File: src/rtl/fft_stream_pkg.sv
// Shared types for the FFT result path: writer, bin streamer and peak detector.
// bin_pair_t packs {real0, imag0, real1, imag1}, matching the RAM word layout.
package fft_stream_pkg;

  localparam int DW     = 16;
  localparam int NPAIRS = 256;
  localparam int IDX_W  = 9;
  localparam logic [IDX_W-1:0] MARK_IDX = 9'd256;

  typedef enum logic [1:0] {
    IDLE  = 2'd0,
    READ  = 2'd1,
    DRAIN = 2'd2,
    MARK  = 2'd3
  } stream_state_t;

  typedef struct packed {
    logic signed [DW-1:0] real0;
    logic signed [DW-1:0] imag0;
    logic signed [DW-1:0] real1;
    logic signed [DW-1:0] imag1;
  } bin_pair_t;

endpackage

File: src/rtl/fft_bin_streamer_bin_pipe.sv
// Delay line that lines up the issued pair index with RAM read data, then
// captures index, data and data gate in one register so they always match.
module bin_pipe
  import fft_stream_pkg::*;
#(
  parameter int DEPTH = 2,
  parameter int AW    = 8
) (
  input  logic             clk_i,
  input  logic             reset_i,
  input  logic             in_valid_i,
  input  logic [AW-1:0]    in_idx_i,
  input  bin_pair_t        rdata_i,
  input  logic             mark_i,
  output logic [IDX_W-1:0] out_idx_o,
  output bin_pair_t        out_data_o,
  output logic             out_gate_o
);

  // DEPTH-1 shadow stages cover the RAM latency; the last stage is the capture.
  localparam int SH = DEPTH - 1;

  logic [SH-1:0] sh_v_q;
  logic [AW-1:0] sh_idx_q [SH];

  logic [IDX_W-1:0] out_idx_q, out_idx_d;
  bin_pair_t        out_data_q, out_data_d;
  logic             out_gate_q, out_gate_d;

  always_comb begin
    out_idx_d  = '0;
    out_data_d = '0;
    out_gate_d = 1'b1;
    if (sh_v_q[SH-1]) begin
      out_idx_d  = IDX_W'(sh_idx_q[SH-1]);
      out_data_d = rdata_i;
      out_gate_d = 1'b0;
    end else if (mark_i) begin
      out_idx_d  = MARK_IDX;
    end
  end

  always_ff @(posedge clk_i) begin
    if (reset_i) begin
      sh_v_q     <= '0;
      for (int i = 0; i < SH; i++) sh_idx_q[i] <= '0;
      out_idx_q  <= '0;
      out_data_q <= '0;
      out_gate_q <= 1'b1;
    end else begin
      sh_v_q[0]   <= in_valid_i;
      sh_idx_q[0] <= in_idx_i;
      for (int i = 1; i < SH; i++) begin
        sh_v_q[i]   <= sh_v_q[i-1];
        sh_idx_q[i] <= sh_idx_q[i-1];
      end
      out_idx_q  <= out_idx_d;
      out_data_q <= out_data_d;
      out_gate_q <= out_gate_d;
    end
  end

  assign out_idx_o  = out_idx_q;
  assign out_data_o = out_data_q;
  assign out_gate_o = out_gate_q;

endmodule

File: src/rtl/fft_bin_streamer.sv
// Sweeps the FFT result RAM two bins per cycle, then holds index 256 as the
// frame-end marker before returning to 0 to clear the downstream peak search.
module fft_bin_streamer
  import fft_stream_pkg::stream_state_t, fft_stream_pkg::bin_pair_t,
         fft_stream_pkg::IDLE, fft_stream_pkg::READ, fft_stream_pkg::DRAIN,
         fft_stream_pkg::MARK, fft_stream_pkg::IDX_W;
#(
  parameter int DW     = 16,
  parameter int NPAIRS = 256,
  parameter int HOLD   = 4
) (
  input  logic                 clk,
  input  logic                 reset,
  input  logic                 start,
  output logic [7:0]           ram_addr,
  output logic                 ram_ren,
  input  logic [4*DW-1:0]      ram_rdata,
  output logic [IDX_W-1:0]     output_index,
  output logic signed [DW-1:0] real0,
  output logic signed [DW-1:0] imag0,
  output logic signed [DW-1:0] real1,
  output logic signed [DW-1:0] imag1,
  output logic                 reset_fft,
  output logic                 busy,
  output logic                 done,
  output stream_state_t        dbg_state
);

  localparam int         DEPTH     = 2;
  localparam logic [7:0] LAST_ADDR = 8'(NPAIRS - 1);
  localparam logic [7:0] DRAIN_END = 8'(DEPTH - 2);
  localparam logic [7:0] MARK_OFF  = 8'(HOLD - 1);
  localparam logic [7:0] MARK_END  = 8'(HOLD);

  stream_state_t state_q;
  logic [7:0]    addr_q;
  logic [7:0]    cnt_q;
  logic          ren_q;
  logic          busy_q;
  logic          done_q;
  logic          mark_q;

  // Start is only looked at in IDLE, so a start during a sweep is dropped.
  always_ff @(posedge clk) begin
    if (reset) begin
      state_q <= IDLE;
      addr_q  <= '0;
      cnt_q   <= '0;
      ren_q   <= 1'b0;
      busy_q  <= 1'b0;
      done_q  <= 1'b0;
      mark_q  <= 1'b0;
    end else begin
      done_q <= 1'b0;
      unique case (state_q)
        IDLE: begin
          if (start) begin
            state_q <= READ;
            addr_q  <= '0;
            ren_q   <= 1'b1;
            busy_q  <= 1'b1;
          end
        end
        READ: begin
          addr_q <= addr_q + 8'd1;
          if (addr_q == LAST_ADDR) begin
            state_q <= DRAIN;
            ren_q   <= 1'b0;
            cnt_q   <= '0;
          end
        end
        DRAIN: begin
          cnt_q <= cnt_q + 8'd1;
          if (cnt_q == DRAIN_END) begin
            state_q <= MARK;
            mark_q  <= 1'b1;
            cnt_q   <= '0;
          end
        end
        MARK: begin
          // mark_q leads the visible marker by one cycle; busy drops with it.
          cnt_q  <= cnt_q + 8'd1;
          done_q <= (cnt_q == 8'd0);
          if (cnt_q == MARK_OFF) mark_q <= 1'b0;
          if (cnt_q == MARK_END) begin
            state_q <= IDLE;
            busy_q  <= 1'b0;
            cnt_q   <= '0;
          end
        end
        default: state_q <= IDLE;
      endcase
    end
  end

  bin_pair_t pair;

  bin_pipe #(
    .DEPTH (DEPTH),
    .AW    (8)
  ) u_pipe (
    .clk_i      (clk),
    .reset_i    (reset),
    .in_valid_i (ren_q),
    .in_idx_i   (addr_q),
    .rdata_i    (ram_rdata),
    .mark_i     (mark_q),
    .out_idx_o  (output_index),
    .out_data_o (pair),
    .out_gate_o (reset_fft)
  );

  assign ram_addr  = addr_q;
  assign ram_ren   = ren_q;
  assign busy      = busy_q;
  assign done      = done_q;
  assign dbg_state = state_q;
  assign real0     = pair.real0;
  assign imag0     = pair.imag0;
  assign real1     = pair.real1;
  assign imag1     = pair.imag1;

endmodule

File: config.mk
export PLATFORM = sky130hd
export DESIGN_NAME = fft_bin_streamer
export DESIGN_NICKNAME = d
export VERILOG_FILES = /design/src/rtl/fft_stream_pkg.sv /design/src/rtl/fft_bin_streamer_bin_pipe.sv /design/src/rtl/fft_bin_streamer.sv
export SDC_FILE = /design/constraint.sdc
export NUM_CORES = 1
export LEC_CHECK = 0
export ABC_AREA = 1
export CORE_ASPECT_RATIO = 1.75
export CORE_MARGIN = 3
export CORE_UTILIZATION = 42
export DETAILED_ROUTE_END_ITERATION = 12
export PLACE_DENSITY_LB_ADDON = 0.15
export SLEW_MARGIN = 15
export SYNTH_ARGS = -nofsm -noshare
export SYNTH_HDL_FRONTEND = slang
export SYNTH_SLANG_ARGS = --single-unit
File: constraint.sdc
create_clock -name clk -period 2.05 [get_ports clk]
set_clock_uncertainty 0.2 [all_clocks]
set_input_delay 0.205 -clock clk [delete_from_list [all_inputs] [get_ports clk]]
set_output_delay 0.205 -clock clk [all_outputs]
set_load 0.01 [all_outputs]
==> reports/qor.csv <==
stage;metric;value;unit
power_and_ir_drop;clkPwrFrac;30.4;%
sta;period_needed;1.84;ns
drt;drt-wirelength-per-cell;11.9;microns
die;start_util;43.3;%
power_and_ir_drop;power.share.combinational;24.9;%
grt;grt_use_met1;17.9;%
cts;cts.clk_slew.worst_paths;0.07;ns
worst_setup_path;arrival;1.87;ns
grt;antenna_found_initial;0;
cts;cts_tree;done;
grt;grt_use_met2;34.9;%
cts;cts_buffers;9;
drt;drt_pass1_iterations;4;
sta;worst_pin_slew;0.380;ns
logic_synthesis;synthTopCellsByCount;inv_1 (108), nor2_1 (107), dfxtp_1 (105);
grt;grt_pass1_vias;3059;
cts;htreeDepth;3;
sta;slew_violations;0;
logic_synthesis;synth-async-reset-ratio;0;%
power_and_ir_drop;power_density;927;nW/um^2
cts;clockBufferDepth;2;
power_and_ir_drop;ir_worst_vdd;646;uV
logic_synthesis;ys_seq_area_share;58.0;%
logic_synthesis;synth_most_common_cell;inv_1;
grt;track_usage;18.4;%
worst_setup_path;cp-start-kind;register;
sta;finalSetupViolCount;0;
finish;drive_above_1_share;6.01;%
logic_synthesis;avgSynthCellArea;8.00;sq um
worst_setup_path;worst-setup-path-type;reg2reg;
power_and_ir_drop;p_leak;2.51;nW
finish;area_growth;54.2;%
placement;dpl.hpwl;6930;microns
drt;vias;3126;
grt;met3_usage;5.25;%
logic_synthesis;synth_top_area_share;58.0;%
power_and_ir_drop;power.total;5.18;mW
die;core;8370;sq um
worst_setup_path;cp_max_fo;9;
finish;antenna_cells;0;
power_and_ir_drop;p_switching;1.52;mW
logic_synthesis;syn_inst;453;
sta;fin_tns_setup;0;ns
grt;grt_overflow;0;
run_status;status;complete, no violations;
drt;via_per_inst;4.28;
finish;final_nets;687;
sta;fin_crit_sh;89.9;%
die;pin_count;154;
placement;port_buffers;153;
die;die-area;9830;sq um
cts;cts_hold_buffers;0;
sta;fmax;543;MHz
cts;post_cts_resized;0;
logic_synthesis;synth-edff-count;0;
logic_synthesis;synth_area_leaders;dfxtp_1 (58%), inv_1 (11%), nor2_1 (11%);
cts;cts.sinks;105;
logic_synthesis;synth_cell_types;26;
worst_setup_path;crit_path_end_kind;register;
logic_synthesis;synth.largest_area_cell;dfxtp_1;
power_and_ir_drop;pwr-share-seq;44.7;%
die;die_h;129;microns
grt;gr-max-usage-layer;met2;
drt;remaining_drc_errors;0;
worst_setup_path;critPathRequiredTime;2.08;ns
drt;wl;8720;microns
sta;slew_headroom;74.7;%
cts;post_cts_buffers;0;
sta;finalHoldViolCount;0;
placement;gp_congestion;0.891;
die;die_w;76.2;microns
logic_synthesis;mappedNetlistArea;3630;sq um
logic_synthesis;synth_ff_type;dfxtp_1;
flow_run;drv_cap;0;
worst_hold_path;hold_class;in2reg;
logic_synthesis;synth-seq-cells;105;
logic_synthesis;ys_warn_count;0;
power_and_ir_drop;switching_share;29.3;%
power_and_ir_drop;p_int;3.67;mW
drt;drt-initial-drc-count;89;
logic_synthesis;syn_nets;528;
sta;rsz0062_at_grt;false;
grt;grt_max_degree;38;
grt;grt_pass1_wl;14300;microns
cts;clk_latency;0.34;ns
cts;ctsRootBufferMaster;clkbuf_16;
die;placementRows;44;
drt;drtAntennaViolNets;0;
state kept, by name, summed over array words and instances (netlist names):
register and flops:
dbg_state 2, mark_q 1, u_pipe.sh_v_q 1, u_pipe.out_data_o 64, ram_ren 1, u_pipe.out_idx_o 9
done 1, ram_addr 8, cnt_q 8, u_pipe.out_gate_o 1, busy 1, u_pipe.sh_idx_q 8
power by group through the flow:
stage | clock, mW | sequential [mW] | combinational (mW)
after global placement | 0 | 2.35 | 1.26
final | 1.58 | 2.32 | 1.29
after detailed placement | 0 | 2.36 | 1.29
after global routing | 1.70 | 2.34 | 1.44
after CTS | 1.63 | 2.32 | 1.30
after floorplan | 0 | 2.41 | 0.691
final timing paths:
check,from,end,depth (start not counted),slack [ns]
setup / recovery,ram_addr[0],cnt_q[5],8,0.21
hold / removal,ram_rdata[7],u_pipe.out_data_o[7],3,0.18
setup reg to reg,ram_addr[0],cnt_q[5],8,0.21
hold reg to reg,u_pipe.sh_idx_q[0][7],u_pipe.out_idx_o[7],2,0.21
metrics by stage:
stage	utilization (%)	cells	setup WS, ns	cell area (sq um)	hold slack, ns
global placement	63.5	716	0.294	5310	0.198
CTS	66.8	731	0.197	5590	0.166
floorplan	-	453	0.321	3630	0.117
detailed placement	63.5	716	0.215	5310	0.201
global route	66.8	731	0.0177	5590	0.178
finish	66.8	731	0.207	5590	0.180
cells by family (layout without fill, tap and decap cells):
group | Yosys count | after routing | synth area share, %
flip-flops | 105 | 105 | 58.0
adder cells (fa/ha/maj) | 8 | 8 | 2.76
XOR/XNOR | 2 | 2 | 0.483
AO/OA/AOI/OAI | 26 | 26 | 4.28
AND/OR/NAND/NOR | 191 | 191 | 21.5
buffers and inverters | 121 | 284 | 13.0
cell usage in the layout, fill, tap and decap left out, drive strengths merged, types with 4 or more instances in the layout:
cell type and count:
nand3 16, nor2 109, clkdlybuf4s50 153, ha 8, a21oi 13, buf 6
o21ai 12, inv 112, clkbuf 10, nand2 58, nor3 4, dfxtp 105
per-layer routing:
metal	share of wire (%)	vias to the layer above	routed length (microns)
li1	-	1631	-
met5	0	-	0
met3	6.3	19	551
met1	37	1364	3220
met4	3.3	0	290
met2	53	112	4660
worst max-delay path, cell delays in order (launching register included):
cell and delay, ns:
dfxtp_1 0.38, ha_1 0.21, inv_1 0.07, nor2_2 0.09
nand2_1 0.08, o21ai_2 0.33, inv_1 0.17, a21oi_1 0.15
nor2_1 0.05
cell type report:
type	instances	area, sq um
Multi-Input combinational cell	227	1050
Clock inverter	5	40.0
Clock buffer	10	239
Fill cell	737	2780
Sequential cell	105	2100
Timing Repair Buffer	159	1600
Tap cell	115	144
Inverter	110	413
Note: power is estimated with default switching activity, not from simulation.
